==> src/rtl/prbs7_mon_pkg.sv <==
// Shared definitions for the PRBS7 (x^7 + x^6 + 1) receive monitor:
// state encoding, taps and the word-wide sequence predictor.
package prbs7_mon_pkg;

    typedef enum logic [1:0] {
        HUNT   = 2'd0,
        CHECK  = 2'd1,
        LOCKED = 2'd2
    } mon_state_t;

    localparam int TAP_A = 6;
    localparam int TAP_B = 7;
    localparam int MAX_W = 32;

    typedef struct packed {
        logic [MAX_W-1:0] word;
        logic [6:0]       hist;
    } next_t;

    // pred[6] is the most recent line bit; word bits at or above width come back zero
    function automatic next_t next_word(input logic [6:0] pred, input int width);
        logic [MAX_W+6:0] seq;
        next_t            res;
        seq      = '0;
        seq[6:0] = pred;
        for (int i = 7; i < MAX_W + 7; i++) begin
            if (i < width + 7) begin
                seq[i] = seq[i-TAP_A] ^ seq[i-TAP_B];
            end
        end
        res.word = seq[MAX_W+6:7];
        res.hist = seq[width +: 7];
        return res;
    endfunction

endpackage

==> src/rtl/prbs7_rx_monitor_popcount.sv <==
// Combinational population count built as a recursive log-depth adder tree.
module popcount #(
    parameter  int WIDTH = 8,
    localparam int OUT_W = $clog2(WIDTH + 1)
) (
    input  logic [WIDTH-1:0] bits,
    output logic [OUT_W-1:0] count
);

    generate
        if (WIDTH == 1) begin : g_leaf
            assign count = bits;
        end else begin : g_split
            localparam int LO_W = WIDTH / 2;
            localparam int HI_W = WIDTH - LO_W;

            logic [$clog2(LO_W + 1)-1:0] lo_count;
            logic [$clog2(HI_W + 1)-1:0] hi_count;

            popcount #(.WIDTH(LO_W)) u_lo (.bits(bits[LO_W-1:0]),     .count(lo_count));
            popcount #(.WIDTH(HI_W)) u_hi (.bits(bits[WIDTH-1:LO_W]), .count(hi_count));

            assign count = OUT_W'(lo_count) + OUT_W'(hi_count);
        end
    endgenerate

endmodule

==> src/rtl/prbs7_rx_monitor.sv <==
// PRBS7 receive monitor: self-synchronising checker with lock/loss FSM and saturating
// bit-error/word counters. Define PRBS7_RX_MONITOR_INVERT_EN to add invert_i for swapped-polarity lanes.
module prbs7_rx_monitor
    import prbs7_mon_pkg::*;
#(
    parameter int WIDTH    = 8,
    parameter int LOCK_CNT = 16,
    parameter int LOSS_CNT = 4,
    parameter int CNT_W    = 32
) (
    input  logic             rx_clk_i,
    input  logic             rx_rst_i,
    input  logic             rx_valid_i,
    input  logic [WIDTH-1:0] rx_data_i,
    input  logic             clear_i,
`ifdef PRBS7_RX_MONITOR_INVERT_EN
    input  logic             invert_i,
`endif
    output logic             lock_o,
    output logic             err_pulse_o,
    output logic [CNT_W-1:0] bit_err_cnt_o,
    output logic [CNT_W-1:0] word_cnt_o,
    output logic [1:0]       state_o
);

    localparam int PC_W   = $clog2(MAX_W + 1);
    localparam int GOOD_W = $clog2(LOCK_CNT) + 1;
    localparam int BAD_W  = $clog2(LOSS_CNT) + 1;

    mon_state_t        state_q, state_d;
    logic [6:0]        pred_q, pred_d;
    logic [GOOD_W-1:0] good_q, good_d;
    logic [BAD_W-1:0]  bad_q, bad_d;
    logic              err_q, err_d;
    logic              cnt_upd;
    logic [CNT_W-1:0]  bit_err_q, word_q;
    logic [CNT_W:0]    bit_err_sum, word_sum;
    logic [WIDTH-1:0]  data;
    logic [6:0]        seed;
    next_t             nxt;
    logic [MAX_W-1:0]  diff;
    logic [PC_W-1:0]   diff_bits;

`ifdef PRBS7_RX_MONITOR_INVERT_EN
    assign data = rx_data_i ^ {WIDTH{invert_i}};
`else
    assign data = rx_data_i;
`endif

    // Compare at full predictor width; the zero-padded upper bits never differ.
    assign nxt  = next_word(pred_q, WIDTH);
    assign diff = MAX_W'(data) ^ nxt.word;
    assign seed = data[WIDTH-1:WIDTH-7];

    popcount #(.WIDTH(MAX_W)) u_popcount (
        .bits  (diff),
        .count (diff_bits)
    );

    always_comb begin
        state_d = state_q;
        pred_d  = pred_q;
        good_d  = good_q;
        bad_d   = bad_q;
        err_d   = 1'b0;
        cnt_upd = 1'b0;
        if (rx_valid_i) begin
            case (state_q)
                HUNT: begin
                    if (seed != 7'd0) begin
                        pred_d  = seed;
                        good_d  = '0;
                        state_d = CHECK;
                    end
                end
                CHECK: begin
                    pred_d = seed;
                    if (diff == '0) begin
                        if (good_q == GOOD_W'(LOCK_CNT - 1)) begin
                            good_d  = '0;
                            state_d = LOCKED;
                        end else begin
                            good_d = good_q + 1'b1;
                        end
                    end else begin
                        good_d = '0;
                        if (seed == 7'd0) begin
                            state_d = HUNT;
                        end
                    end
                end
                LOCKED: begin
                    // Free-run so a single line error cannot corrupt the following prediction.
                    pred_d  = nxt.hist;
                    cnt_upd = 1'b1;
                    if (diff != '0) begin
                        err_d = 1'b1;
                        if (bad_q == BAD_W'(LOSS_CNT - 1)) begin
                            bad_d   = '0;
                            state_d = HUNT;
                        end else begin
                            bad_d = bad_q + 1'b1;
                        end
                    end else begin
                        bad_d = '0;
                    end
                end
                default: state_d = HUNT;
            endcase
        end
    end

    always_ff @(posedge rx_clk_i) begin
        if (rx_rst_i) begin
            state_q <= HUNT;
            pred_q  <= '0;
            good_q  <= '0;
            bad_q   <= '0;
            err_q   <= 1'b0;
        end else begin
            state_q <= state_d;
            pred_q  <= pred_d;
            good_q  <= good_d;
            bad_q   <= bad_d;
            err_q   <= err_d;
        end
    end

    // The extra top bit of each sum is the overflow flag that pins the counter at all-ones.
    assign bit_err_sum = {1'b0, bit_err_q} + (CNT_W + 1)'(diff_bits);
    assign word_sum    = {1'b0, word_q} + (CNT_W + 1)'(1);

    always_ff @(posedge rx_clk_i) begin
        if (rx_rst_i || clear_i) begin
            bit_err_q <= '0;
            word_q    <= '0;
        end else if (cnt_upd) begin
            bit_err_q <= bit_err_sum[CNT_W] ? '1 : bit_err_sum[CNT_W-1:0];
            word_q    <= word_sum[CNT_W]    ? '1 : word_sum[CNT_W-1:0];
        end
    end

    assign lock_o        = (state_q == LOCKED);
    assign state_o       = state_q;
    assign err_pulse_o   = err_q;
    assign bit_err_cnt_o = bit_err_q;
    assign word_cnt_o    = word_q;

endmodule

==> config.mk <==
export PLATFORM = sky130hd
export DESIGN_NAME = prbs7_rx_monitor
export DESIGN_NICKNAME = d
export VERILOG_FILES = /design/src/rtl/prbs7_mon_pkg.sv /design/src/rtl/prbs7_rx_monitor_popcount.sv /design/src/rtl/prbs7_rx_monitor.sv
export SDC_FILE = /design/constraint.sdc
export NUM_CORES = 1
export LEC_CHECK = 0
export ABC_AREA = 1
export CAP_MARGIN = 40
export CORE_MARGIN = 2
export CORE_UTILIZATION = 64
export CTS_BUF_LIST = sky130_fd_sc_hd__clkbuf_2 sky130_fd_sc_hd__clkbuf_4 sky130_fd_sc_hd__clkbuf_8
export DETAILED_ROUTE_END_ITERATION = 7
export PLACE_DENSITY = 0.95
export REMOVE_ABC_BUFFERS = 1
export SLEW_MARGIN = 20
export SYNTH_ARGS = -nofsm -noshare
export SYNTH_HDL_FRONTEND = slang
export SYNTH_HIERARCHICAL = 1
export SYNTH_SLANG_ARGS = --single-unit
==> constraint.sdc <==
create_clock -name rx_clk_i -period 14 [get_ports rx_clk_i]
set_input_delay 2.8 -clock rx_clk_i [delete_from_list [all_inputs] [get_ports rx_clk_i]]
set_output_delay 2.8 -clock rx_clk_i [all_outputs]
set_load 0.01 [all_outputs]
==> impl_metrics.csv <==
group,metric,value,unit
outcome,status,"completed",
timing,fmax,0.128,GHz
setup_path,start_kind,"primary input",
grt,use_met1,0.361,
floorplan,pin_count,80,
power_and_ir_drop,leakagePower,3.56,nW
clock_tree,postCtsSetupRepairBufs,0,
synth,synth_top_cells_by_count,"249 x nand2_1, 175 x inv_1, 97 x nor2_1",
clock_tree,post_cts_resized,0,
timing,clock-skew-final,0.0129,ns
clock_tree,clockBufferDepth,2,
synth,synth-seq-cells,82,
routing,routedWlPerCell,12.8,um
synth,synth.avg_cell_area,6.62,um2
timing,min_period,7.81,ns
synth,synth_top_area_cell,"dfxtp_1",
place,port_buffers,79,
setup_path,endpoint_kind,"register",
setup_path,arrival,8.13,ns
setup_path,critPathRequiredTime,14.31,ns
routing,drt_iter0_drc,457,
clock_tree,cts_buffers,9,
cells_and_area,nFillCells,829,
cells_and_area,multi_input_area,0.00440,mm2
floorplan,die_w,108,um
routing,routed_wl,16.0,mm
routing,num_vias,6783,
grt,use_met3,0.0603,
clock_tree,cts-root-buf,"clkbuf_8",
timing,hold_viol,0,
clock_tree,cts.hold.buffers_added,0,
floorplan,rows,37,
synth,yosysMostFrequentCell,"nand2_1",
grt,grt_max_degree,32,
timing,whs,0.450,ns
synth,synthArstFlopShare,0,
min_path,min_from,"bad_q[2]",
cells_and_area,antenna_cells,0,
synth,synth_ff_type,"dfxtp_1",
timing,setup_viol,0,
clock_tree,path_clk_slew,0.09,ns
power_and_ir_drop,vdd_ir_drop_max,0.212,mV
synth,synthCells,1046,
timing,fin_crit_sh,0.558,
setup_path,worst-path-max-fanout,10,
grt,grt_pass1_vias,6263,
floorplan,chipHeight,108,um
synth,netlist_area,0.00692,mm2
cells_and_area,drive_gt1_frac,0.0411,
grt,grt_usage,0.284,
place,dp_hpwl,12.0,mm
timing,worst_pin_slew,0.625,ns
place,gp_congestion,0.942,
grt,overflow,0,
power_and_ir_drop,power_density,153,mW/mm2
setup_path,timing.rr.start,"pred_q[1]",
setup_path,crit_buf_inv,7,
floorplan,initial_utilization,0.665,
min_path,hp-class,"register to register",
timing,rsz0062_at_grt,"no",
floorplan,fp.coreArea,0.0104,mm2
routing,ant_nets,0,
grt,grt_pass1_wl,27.1,mm
timing,maxSlewViolCount,0,
setup_path,slowest_delay,0.48,ns
setup_path,critical-path-slowest-cell,"clkdlybuf4s50_1",
clock_tree,htreeDepth,3,
setup_path,cp-startpoint,"rx_data_i[1]",
grt,met2_usage,0.480,
clock_tree,cts_tree,"built",
clock_tree,clock-sinks,82,
synth,yosysWarnings,6,
synth,yosysTopAreaCellShare,0.237,
job,drv_cap,0,
synth,synth-edff-count,0,
cells_and_area,area_delta_synth_final,14.3,%
cells_and_area,nNetsFinal,1201,
grt,grt-busiest-layer,"met2",
cells_and_area,register_area,0.00164,mm2
clock_tree,clock_latency,0.37,ns
routing,drcViolationCount,0,
routing,drtPass1Iterations,5,
synth,synthTopCellsByArea,"dfxtp_1 24%, nand2_1 13%, ha_1 10%",
floorplan,fp.dieArea,0.0117,mm2
routing,vias_per_cell,5.40,
timing,relSlewSlack,0.580,
grt,antenna_found_initial,0,
synth,yosysSeqAreaShare,0.237,
setup_path,cp_common_cell,"inv_1",
setup_path,crit_family,"adder cells",
synth,yosysUniqueCellTypes,41,
timing,fin_setup_tns,0,ns
setup_path,critPathKind,"primary input to register",
[placed cells by master, fill, tap and decap left out, drive strengths merged, types with 6 or more instances in the layout]
master         instances
nand2                251
o21ai                 47
nand4                 18
nor3                  29
inv                  177
xor2                  25
nand3                 70
nor2                 102
dfxtp                 82
conb                  24
xnor2                 21
ha                    58
fa                    16
clkbuf                11
clkdlybuf4s50         79
a21oi                 79
nor4                   6
[per-layer routing]
metal	vias up	share of wire
li1	3415	-
met1	3058	0.43
met2	275	0.47
met3	35	0.078
met4	0	0.020
met5	-	0
[cell type report]
| cell class | count | area share |
|---|---|---|
| Clock buffer | 11 | 0.0183 |
| Clock inverter | 5 | 0.00775 |
| Inverter | 177 | 0.0840 |
| Multi-Input combinational cell | 763 | 0.556 |
| Sequential cell | 82 | 0.207 |
| Tap cell | 136 | 0.0215 |
| Timing Repair Buffer | 82 | 0.105 |
[metrics by stage]
stage | total power (W) | worst slack, ns | area (um2) | util | instances
final | 0.00121 | 6.19 | 7910 | 0.760 | 1256
after global placement | 0.000969 | 6.02 | 7680 | 0.737 | 1239
after floorplan | 0.000893 | 6.84 | 6700 | - | 1022
after global routing | 0.00136 | 5.77 | 7910 | 0.760 | 1256
after CTS | 0.00117 | 6.22 | 7910 | 0.760 | 1256
after detailed placement | 0.000984 | 5.84 | 7700 | 0.740 | 1240
[worst paths after layout]
path	to	slack, ns	cells after the start
worst max-delay path	bit_err_cnt_o[9]	6.19	26
worst min register to register	bad_q[2]	0.45	2
worst max register to register	bit_err_cnt_o[9]	8.37	26
worst min-delay path	bad_q[2]	0.45	2
[where the power goes]
group	total [W]	internal (W)	switching, W
logic	0.000789	0.000328	0.000462
clock network	0.000181	0.0000903	0.0000905
registers	0.000241	0.000237	0.00000471
total	0.00121	0.000654	0.000557
[cells by family after synthesis]
family / Yosys count / synth area share
other: 1 / 0.000542
buffers and inverters: 224 / 0.141
adder cells (fa/ha/maj): 74 / 0.151
XOR/XNOR: 46 / 0.0582
flip-flops: 82 / 0.237
AND/OR/NAND/NOR: 486 / 0.309
AO/OA/AOI/OAI: 133 / 0.104
[registers in the layout (all words and copies together), names as in the netlist]
register and cells:
good_q 5, pred_q 7, word_cnt_o 32, state_o 2
bit_err_cnt_o 32, bad_q 3, err_pulse_o 1
[worst register-to-register path: stages (launching register included)]
cell	delay [ns]
dfxtp_1	0.42
inv_1	0.11
nand2_1	0.08
nand2_1	0.14
xor2_1	0.20
inv_1	0.06
ha_1	0.31
ha_1	0.21
inv_1	0.06
fa_1	0.39
inv_1	0.09
inv_1	0.06
fa_1	0.43
xnor2_1	0.14
ha_1	0.36
xnor2_1	0.16
ha_1	0.37
xor2_1	0.19
ha_1	0.36
nand3_1	0.09
nand2_1	0.14
a21boi_0	0.15
nor3_1	0.32
nand3_1	0.38
o21ai_0	0.18
o21ai_0	0.11
inv_1	0.06
Note: power is estimated with default switching activity, not from simulation.
